File: src/rtl/col_scan_pkg.sv
// Shared definitions for the column scan sequencer: state encodings, select width,
// default timing parameters and the column-advance helper.
package col_scan_pkg;

    localparam int SEL_W = 3;

    localparam int unsigned DEF_CLK_DIV   = 50000;
    localparam int unsigned DEF_NUM_COLS  = 5;
    localparam int unsigned DEF_BLANK_CYC = 4;

    typedef enum logic [1:0] {
        ST_IDLE  = 2'd0,
        ST_SHOW  = 2'd1,
        ST_BLANK = 2'd2
    } state_t;

    // Next column index, wrapping NUM_COLS-1 back to 0.
    function automatic logic [SEL_W-1:0] next_sel(input logic [SEL_W-1:0] s,
                                                  input int unsigned      n);
        return (32'(s) == n - 1) ? '0 : s + 1'b1;
    endfunction

endpackage

File: src/rtl/scan_prescaler.sv
// Show-period counter: counts 0..DIV-1 while enabled, synchronous clear wins,
// o_tc pulses in the last counted cycle.
module scan_prescaler #(
    parameter int unsigned DIV = 4
) (
    input  logic clk,
    input  logic rst_n,
    input  logic i_clr,
    input  logic i_en,
    output logic o_tc
);

    localparam int W = (DIV > 1) ? $clog2(DIV) : 1;

    logic [W-1:0] r_cnt;

    assign o_tc = i_en && (r_cnt == W'(DIV - 1));

    always_ff @(posedge clk or negedge rst_n) begin
        if (!rst_n)
            r_cnt <= '0;
        else if (i_clr)
            r_cnt <= '0;
        else if (i_en)
            r_cnt <= o_tc ? '0 : r_cnt + 1'b1;
    end

endmodule

File: src/rtl/col_scan.sv
// Column scan sequencer for the LED display. Blanking gap between columns is
// compiled in with `define COL_SCAN_BLANK_EN; otherwise columns switch back to back.
module col_scan
    import col_scan_pkg::*;
#(
    parameter int unsigned CLK_DIV   = DEF_CLK_DIV,
    parameter int unsigned NUM_COLS  = DEF_NUM_COLS,
    parameter int unsigned BLANK_CYC = DEF_BLANK_CYC
) (
    input  logic             clk,
    input  logic             rst_n,
    input  logic             enable,
    input  logic             restart,
    output logic [SEL_W-1:0] sel,
    output logic             col_valid,
    output logic             frame_start
);

    state_t           r_state, w_nstate;
    logic [SEL_W-1:0] r_sel, w_nsel;
    logic             r_col_valid, w_ncol_valid;
    logic             r_frame_start, w_nfs;
    logic             w_enter_show;
    logic             w_tc;

    scan_prescaler #(.DIV(CLK_DIV)) u_presc (
        .clk   (clk),
        .rst_n (rst_n),
        .i_clr (w_enter_show),
        .i_en  (r_state == ST_SHOW),
        .o_tc  (w_tc)
    );

`ifdef COL_SCAN_BLANK_EN
    localparam int BW = (BLANK_CYC > 1) ? $clog2(BLANK_CYC) : 1;

    logic [BW-1:0] r_blank_cnt;
    logic          w_blank_done;

    assign w_blank_done = (r_blank_cnt == BW'(BLANK_CYC - 1));

    always_ff @(posedge clk or negedge rst_n) begin
        if (!rst_n)
            r_blank_cnt <= '0;
        else if (r_state == ST_BLANK && w_nstate == ST_BLANK)
            r_blank_cnt <= r_blank_cnt + 1'b1;
        else
            r_blank_cnt <= '0;
    end
`endif

    always_ff @(posedge clk or negedge rst_n) begin
        if (!rst_n) begin
            r_state       <= ST_IDLE;
            r_sel         <= '0;
            r_col_valid   <= 1'b0;
            r_frame_start <= 1'b0;
        end else begin
            r_state       <= w_nstate;
            r_sel         <= w_nsel;
            r_col_valid   <= w_ncol_valid;
            r_frame_start <= w_nfs;
        end
    end

    // Every SHOW entry clears the prescaler so each column gets a full period.
    always_comb begin
        w_nstate     = r_state;
        w_nsel       = r_sel;
        w_enter_show = 1'b0;
        if (!enable) begin
            w_nstate = ST_IDLE;
            w_nsel   = '0;
        end else if (restart) begin
            w_nstate     = ST_SHOW;
            w_nsel       = '0;
            w_enter_show = 1'b1;
        end else begin
            case (r_state)
                ST_IDLE: begin
                    w_nstate     = ST_SHOW;
                    w_nsel       = '0;
                    w_enter_show = 1'b1;
                end
                ST_SHOW: begin
                    if (w_tc) begin
`ifdef COL_SCAN_BLANK_EN
                        w_nstate     = ST_BLANK;
`else
                        w_nstate     = ST_SHOW;
                        w_nsel       = next_sel(r_sel, NUM_COLS);
                        w_enter_show = 1'b1;
`endif
                    end
                end
`ifdef COL_SCAN_BLANK_EN
                ST_BLANK: begin
                    if (w_blank_done) begin
                        w_nstate     = ST_SHOW;
                        w_nsel       = next_sel(r_sel, NUM_COLS);
                        w_enter_show = 1'b1;
                    end
                end
`endif
                default: begin
                    w_nstate = ST_IDLE;
                    w_nsel   = '0;
                end
            endcase
        end
    end

    // Frame start marks every SHOW entry that lands on column 0.
    always_comb begin
        w_ncol_valid = (w_nstate == ST_SHOW);
        w_nfs        = w_enter_show && (w_nsel == '0);
    end

    assign sel         = r_sel;
    assign col_valid   = r_col_valid;
    assign frame_start = r_frame_start;

endmodule
File: config.mk
export PLATFORM = sky130hd
export DESIGN_NAME = col_scan
export DESIGN_NICKNAME = d
export VERILOG_FILES = /design/src/rtl/col_scan_pkg.sv /design/src/rtl/scan_prescaler.sv /design/src/rtl/col_scan.sv
export SDC_FILE = /design/constraint.sdc
export NUM_CORES = 1
export LEC_CHECK = 0
export CELL_PAD_IN_SITES_DETAIL_PLACEMENT = 1
export CELL_PAD_IN_SITES_GLOBAL_PLACEMENT = 2
export CORE_MARGIN = 10
export CORE_UTILIZATION = 42
export CTS_CLUSTER_SIZE = 12
export DETAILED_ROUTE_END_ITERATION = 6
export DONT_BUFFER_PORTS = 1
export PLACE_DENSITY_LB_ADDON = 0.3
export SLEW_MARGIN = 10
export SYNTH_ARGS = -nofsm -noshare
export SYNTH_HDL_FRONTEND = slang
export SYNTH_SLANG_ARGS = --single-unit
File: constraint.sdc
create_clock -name clk -period 3.3 [get_ports clk]
set_clock_uncertainty 0.15 [all_clocks]
set_input_delay 0.165 -clock clk [delete_from_list [all_inputs] [get_ports clk]]
set_output_delay 0.165 -clock clk [all_outputs]
set_load 0.03 [all_outputs]
# ---- Word level (Yosys, flattened, before mapping)
# Index checks and enable logic that the tools add are counted.
dict set report word_totals {
  reg_bits 23
  in_bits 4
  out_inout_bits 5
  wordCells 32
}
dict set report classes {
  addsub 2
  eq_ne 4
  n_mux 16
  n_reduce_logical 5
}
# operator count
set op_table {}
lappend op_table {{$mux W16} 3}
lappend op_table {{$add A16 B1 Y16 const B} 1}
lappend op_table {{$eq A16 B16 Y1 const B} 1}
lappend op_table {{$mux W3} 5}
lappend op_table {{$mux W2} 3}
lappend op_table {{$eq A2 B1 Y1 const B} 2}
lappend op_table {{$pmux W2 S2} 1}
lappend op_table {{$add A3 B1 Y3 const B} 1}
lappend op_table {{$eq A3 B3 Y1 const B} 1}
lappend op_table {{$logic_not A3 Y1} 1}
lappend op_table {{$mux W1} 3}
lappend op_table {{$logic_and A1 B1 Y1} 2}
lappend op_table {{$logic_not A2 Y1} 1}
lappend op_table {{$pmux W1 S2} 1}
lappend op_table {{$reduce_bool A2 Y1} 1}

# ---- Longest topological paths before layout
dict set report depth {
  word_depth 8
  ltp_mapped 6
  mapped_depth_nobuf 6
}

# ---- Cells and area by module
# From an unflattened synthesis, not the netlist that was laid out.
dict set report hier_totals {
  hier_cells 127
  hier_area_um2 1280.0
}
# mod instances cells_per_inst area_per_inst_um2 seq_area_each_um2
set modules_own_cells {}
lappend modules_own_cells {scan_prescaler 1 89 883.3 400.4}
lappend modules_own_cells {col_scan 1 38 396.6 175.2}

# ---- Least setup slack after synthesis
# OpenSTA, ideal clock, no wires.
dict set report synth_path {
  path_type {flip-flop to flip-flop}
  start {register u_presc.r_cnt[4]}
  end {register r_frame_start, in the netlist frame_start}
  setup_ps 72
  arrival_ps 1878
  required_ps 3078
  path_slack_ps 1200
  stages_incl_launch_ff 6
  n_path_buf 0
  synth_period_minus_slack_ps 2100
  path_cell_list {dfrtp_1 > or4b_4 > nor4_4 > mux2i_1 > a41oi_2 > nor2_1}
}
dict set report synth_via {
  elab_chain_len 8
  word_cells_on_any_way 12
  cone_classes {eq/ne: 1; mux: 8; reduce/logical: 3}
}
# element line_no
set synth_rtl {}
lappend synth_rtl {{from (decl)} scan_prescaler.sv:15} ;# logic [W-1:0] r_cnt;
lappend synth_rtl {{from (signal assigned)} scan_prescaler.sv:25} ;# r_cnt <= o_tc ? '0 : r_cnt + 1'b1;
lappend synth_rtl {{$eq A16 B16 Y1 (*)} scan_prescaler.sv:17} ;# assign o_tc = i_en && (r_cnt == W'(DIV - 1));
lappend synth_rtl {{$logic_and A1 B1 Y1 (*)} scan_prescaler.sv:17}
lappend synth_rtl {{$mux W3} col_scan.sv:86} ;# if (w_tc) begin
lappend synth_rtl {{$mux W3} col_scan.sv:79} ;# case (r_state)
lappend synth_rtl {{$mux W3} col_scan.sv:74} ;# end else if (restart) begin
lappend synth_rtl {{$mux W3} col_scan.sv:71} ;# if (!enable) begin
lappend synth_rtl {{$logic_not A3 Y1} col_scan.sv:116} ;# w_nfs = w_enter_show && (w_nsel == '0);
lappend synth_rtl {{$logic_and A1 B1 Y1 (*)} col_scan.sv:116}
lappend synth_rtl {{named net w_nfs} col_scan.sv:22} ;# logic r_frame_start, w_nfs;
lappend synth_rtl {{to (signal assigned)} col_scan.sv:62} ;# r_frame_start <= w_nfs;
lappend synth_rtl {{to (decl)} col_scan.sv:22}
# Mark *: on every way through the listed nets, which the timed path passes. The rest lies on a longest branch.
# A chain may end at the register's enable or synchronous reset.

# ---- Worst setup path after layout
# Same ends and word-level chain as after synthesis.

==> results.sh <==
export IMPL_synth_nets=125
export IMPL_ios=9
export IMPL_fin_crit_sh=0.689
export IMPL_required_ns=3.39
export IMPL_grt_pass1_wl_mm=4.68
export IMPL_numCtsBuffers=3
export IMPL_cts_root_buf="clkbuf_4"
export IMPL_cp_slowest_stage_delay_ns=0.57
export IMPL_avgRoutedWirePerCell_um=16.0
export IMPL_drt_wl_total_mm=2.49
export IMPL_cts_sinks=23
export IMPL_slowest_stage="or4b_4"
export IMPL_cts_tree="yes"
export IMPL_final_core_util=0.467
export IMPL_insertedDiodeCount=0
export IMPL_area_growth_pct=7.93
export IMPL_rr_worst_depth=5
export IMPL_initial_utilization=0.433
export IMPL_worstSetupPathDepth=5
export IMPL_critPathBufInv=0
export IMPL_min_delay_start="enable"
export IMPL_cts_setup_buffers=0
export IMPL_antenna_found_initial=0
export IMPL_setup_tns_ns=0
export IMPL_holdPathStages=2
export IMPL_ctsHtreeMaxLevel=1
export IMPL_leakage_nw=0.545
export IMPL_dr_total_vias=858
export IMPL_worst_pin_slew_ns=1.02
export IMPL_drc=0
export IMPL_r2r_start="u_presc.r_cnt[4]"
export IMPL_holdPathEnd="sel[2]"
export IMPL_setup_ws_ns=1.03
export IMPL_syn_area_per_cell_um2=10.0
export IMPL_synth_top_family_by_area="simple AND/OR/NAND/NOR gates"
export IMPL_pre_cts_slack_ns=1.01
export IMPL_multi_input_area_um2=582
export IMPL_num_rows=19
export IMPL_avgViaCountPerCell=5.50
export IMPL_rsz0062_at_grt="false"
export IMPL_crit_type="reg2reg"
export IMPL_synth_top_area_share=0.486
export IMPL_yosysSeqAreaShare=0.486
export IMPL_maxSlewViolCount=0
export IMPL_clk_path_buf_depth=2
export IMPL_worstSetupStartpointType="register"
export IMPL_core_um2=2730
export IMPL_dp_hpwl_mm=1.87
export IMPL_layout_commonest_cell="dfrtp_1"
export IMPL_clk_latency_ns=0.30
export IMPL_hp_class="in2reg"
export IMPL_synthAdderAreaFrac=0.0317
export IMPL_arrival_ns=2.36
export IMPL_power_density_nw_per_um2=354
export IMPL_drt_iter0_drc=20
export IMPL_dr_pass1_iters=4
export IMPL_fp_dieH_um=73.1
export IMPL_fin_crit_ns=2.27
export IMPL_ys_types=28
export IMPL_yosys_area_share_xor_xnor=0.104
export IMPL_worst_path_max_fanout=6
export IMPL_drive_gt1_frac=0.0640
export IMPL_crit_family="simple AND/OR/NAND/NOR gates"
export IMPL_fillers=317
export IMPL_die_x_um=73.1
export IMPL_yosys_area_share_simple=0.240
export IMPL_regArea_um2=576
export IMPL_ys_warnings_count=0
export IMPL_ir_worst_vdd_uv=225
export IMPL_setup_viol=0
export IMPL_outcome="complete, no violations"
export IMPL_numPlacedInstances=148
export IMPL_synth_area_top_cells="dfrtp_1 (49%), xor2_1 (8.1%), nor2_1 (7.0%)"
export IMPL_fin_nets=133
export IMPL_grt_ovfl_total=0
export IMPL_drv_cap=0
export IMPL_power_mw=0.452
export IMPL_path_cells="or4b_4 -> nor4_4 -> mux2i_1 -> a41oi_2 -> nor2_1"
export IMPL_port_buffers=0
export IMPL_dieArea_um2=5340
export IMPL_grt_usage=0.108
export IMPL_r2r_slack_ns=1.03
export IMPL_final_cell_mix="dfrtp_1 (23), nor2_1 (22), xor2_1 (11), nand2_1 (10), nand3_1 (10)"
export IMPL_synth_top_area_cell="dfrtp_1"
export IMPL_synthMuxAreaShare=0.0254
export IMPL_r2r_end="frame_start"
export IMPL_final_cells=156
export IMPL_hold_viol=0
export IMPL_maxSlewHeadroom=0.316
export IMPL_cts_clk_slew_worst_paths_ns=0.12
export IMPL_ys_ff_latch=23
export IMPL_synth_compound_area_frac=0.0877
export IMPL_grt_max_degree=24
export IMPL_cp_end_kind="register"
export IMPL_syn_cell_area_um2=1180
export IMPL_syn_inst=118
export IMPL_grt_pass1_vias=960
export IMPL_drtAntennaViolNets=0
export IMPL_routabilityCongestion=0.750
export IMPL_fmax_ghz=0.440
## flip-flops by register name, indices dropped and copies added, names as in the netlist
register and cells:
r_state 2, sel 3, u_presc.r_cnt 16, col_valid 1, frame_start 1
## worst register-to-register path: stages (launching register included)
cell and delay, ns:
dfrtp_1 0.45, or4b_4 0.57, nor4_4 0.46, mux2i_1 0.33, a41oi_2 0.15, nor2_1 0.10
## metrics by stage
step	hold slack (ns)	instance area, µm²
floorplan	-0.281	1180
global placement	-0.280	1210
detailed placement	-0.280	1210
CTS	0.00782	1280
global route	0.0491	1280
finish	0.00751	1280
## worst max-delay path by stage
| stage | startpoint | to | slack [ns] |
|---|---|---|---|
| 3_5_place_dp | u_presc.r_cnt[4] | u_presc.r_cnt[10] | 1.01 |
| 6_report | u_presc.r_cnt[4] | frame_start | 1.03 |
| 3_3_place_gp | u_presc.r_cnt[4] | u_presc.r_cnt[14] | 1.06 |
| 4_1_cts | u_presc.r_cnt[4] | frame_start | 0.98 |
| 5_1_grt | u_presc.r_cnt[4] | frame_start | 0.88 |
| 2_1_floorplan | u_presc.r_cnt[4] | frame_start | 1.20 |
## routing by layer
| metal | global-route usage | part of all wire | up-vias |
|---|---|---|---|
| li1 | - | - | 418 |
| met1 | 0.144 | 0.47 | 433 |
| met2 | 0.170 | 0.49 | 5 |
| met3 | 0.0190 | 0.024 | 2 |
| met4 | 0.0380 | 0.0068 | 0 |
| met5 | 0 | 0 | - |
## cells in the mapped netlist
cell / n
a2111oi_2: 1
a21boi_0: 2
a21o_1: 1
a21oi_1: 3
a22o_2: 1
a41oi_2: 1
and2_1: 2
and2b_1: 2
and3_1: 2
buf_6: 1
conb_1: 1
dfrtp_1: 23
ha_1: 3
inv_1: 4
mux2i_1: 3
nand2_1: 10
nand2b_1: 1
nand3_1: 10
nand4_1: 4
nor2_1: 22
nor4_4: 1
o21ai_0: 2
o21bai_1: 1
o31ai_1: 1
or4_1: 1
or4b_4: 1
xnor2_1: 3
xor2_1: 11
## final cells by class
type,count,area share
Tap cell,31,0.0304
Clock buffer,4,0.0206
Inverter,4,0.0118
Sequential cell,23,0.451
Multi-Input combinational cell,90,0.455
Timing Repair Buffer,4,0.0313
## logic make-up (layout without fill, tap and decap cells)
logic type | Yosys count | count (layout)
simple gates | 56 | 56
mux | 3 | 3
other cells | 1 | 1
compound gates | 13 | 13
xor+xnor | 14 | 14
fa+ha+maj | 3 | 3
flops | 23 | 23
buf+inv | 5 | 12
## power breakdown
part	internal (mW)	switching (mW)	leakage, nW
Clock	0.0470	0.0807	0.0150
Combinational	0.00977	0.0186	0.217
Sequential	0.287	0.00863	0.313
## what timing repair did
item	in CTS	in global routing
hold buffers	4	0
hold endpoints to repair	25	0
gates resized for setup	0	0
No activity file was read; power rests on OpenSTA's default activity.
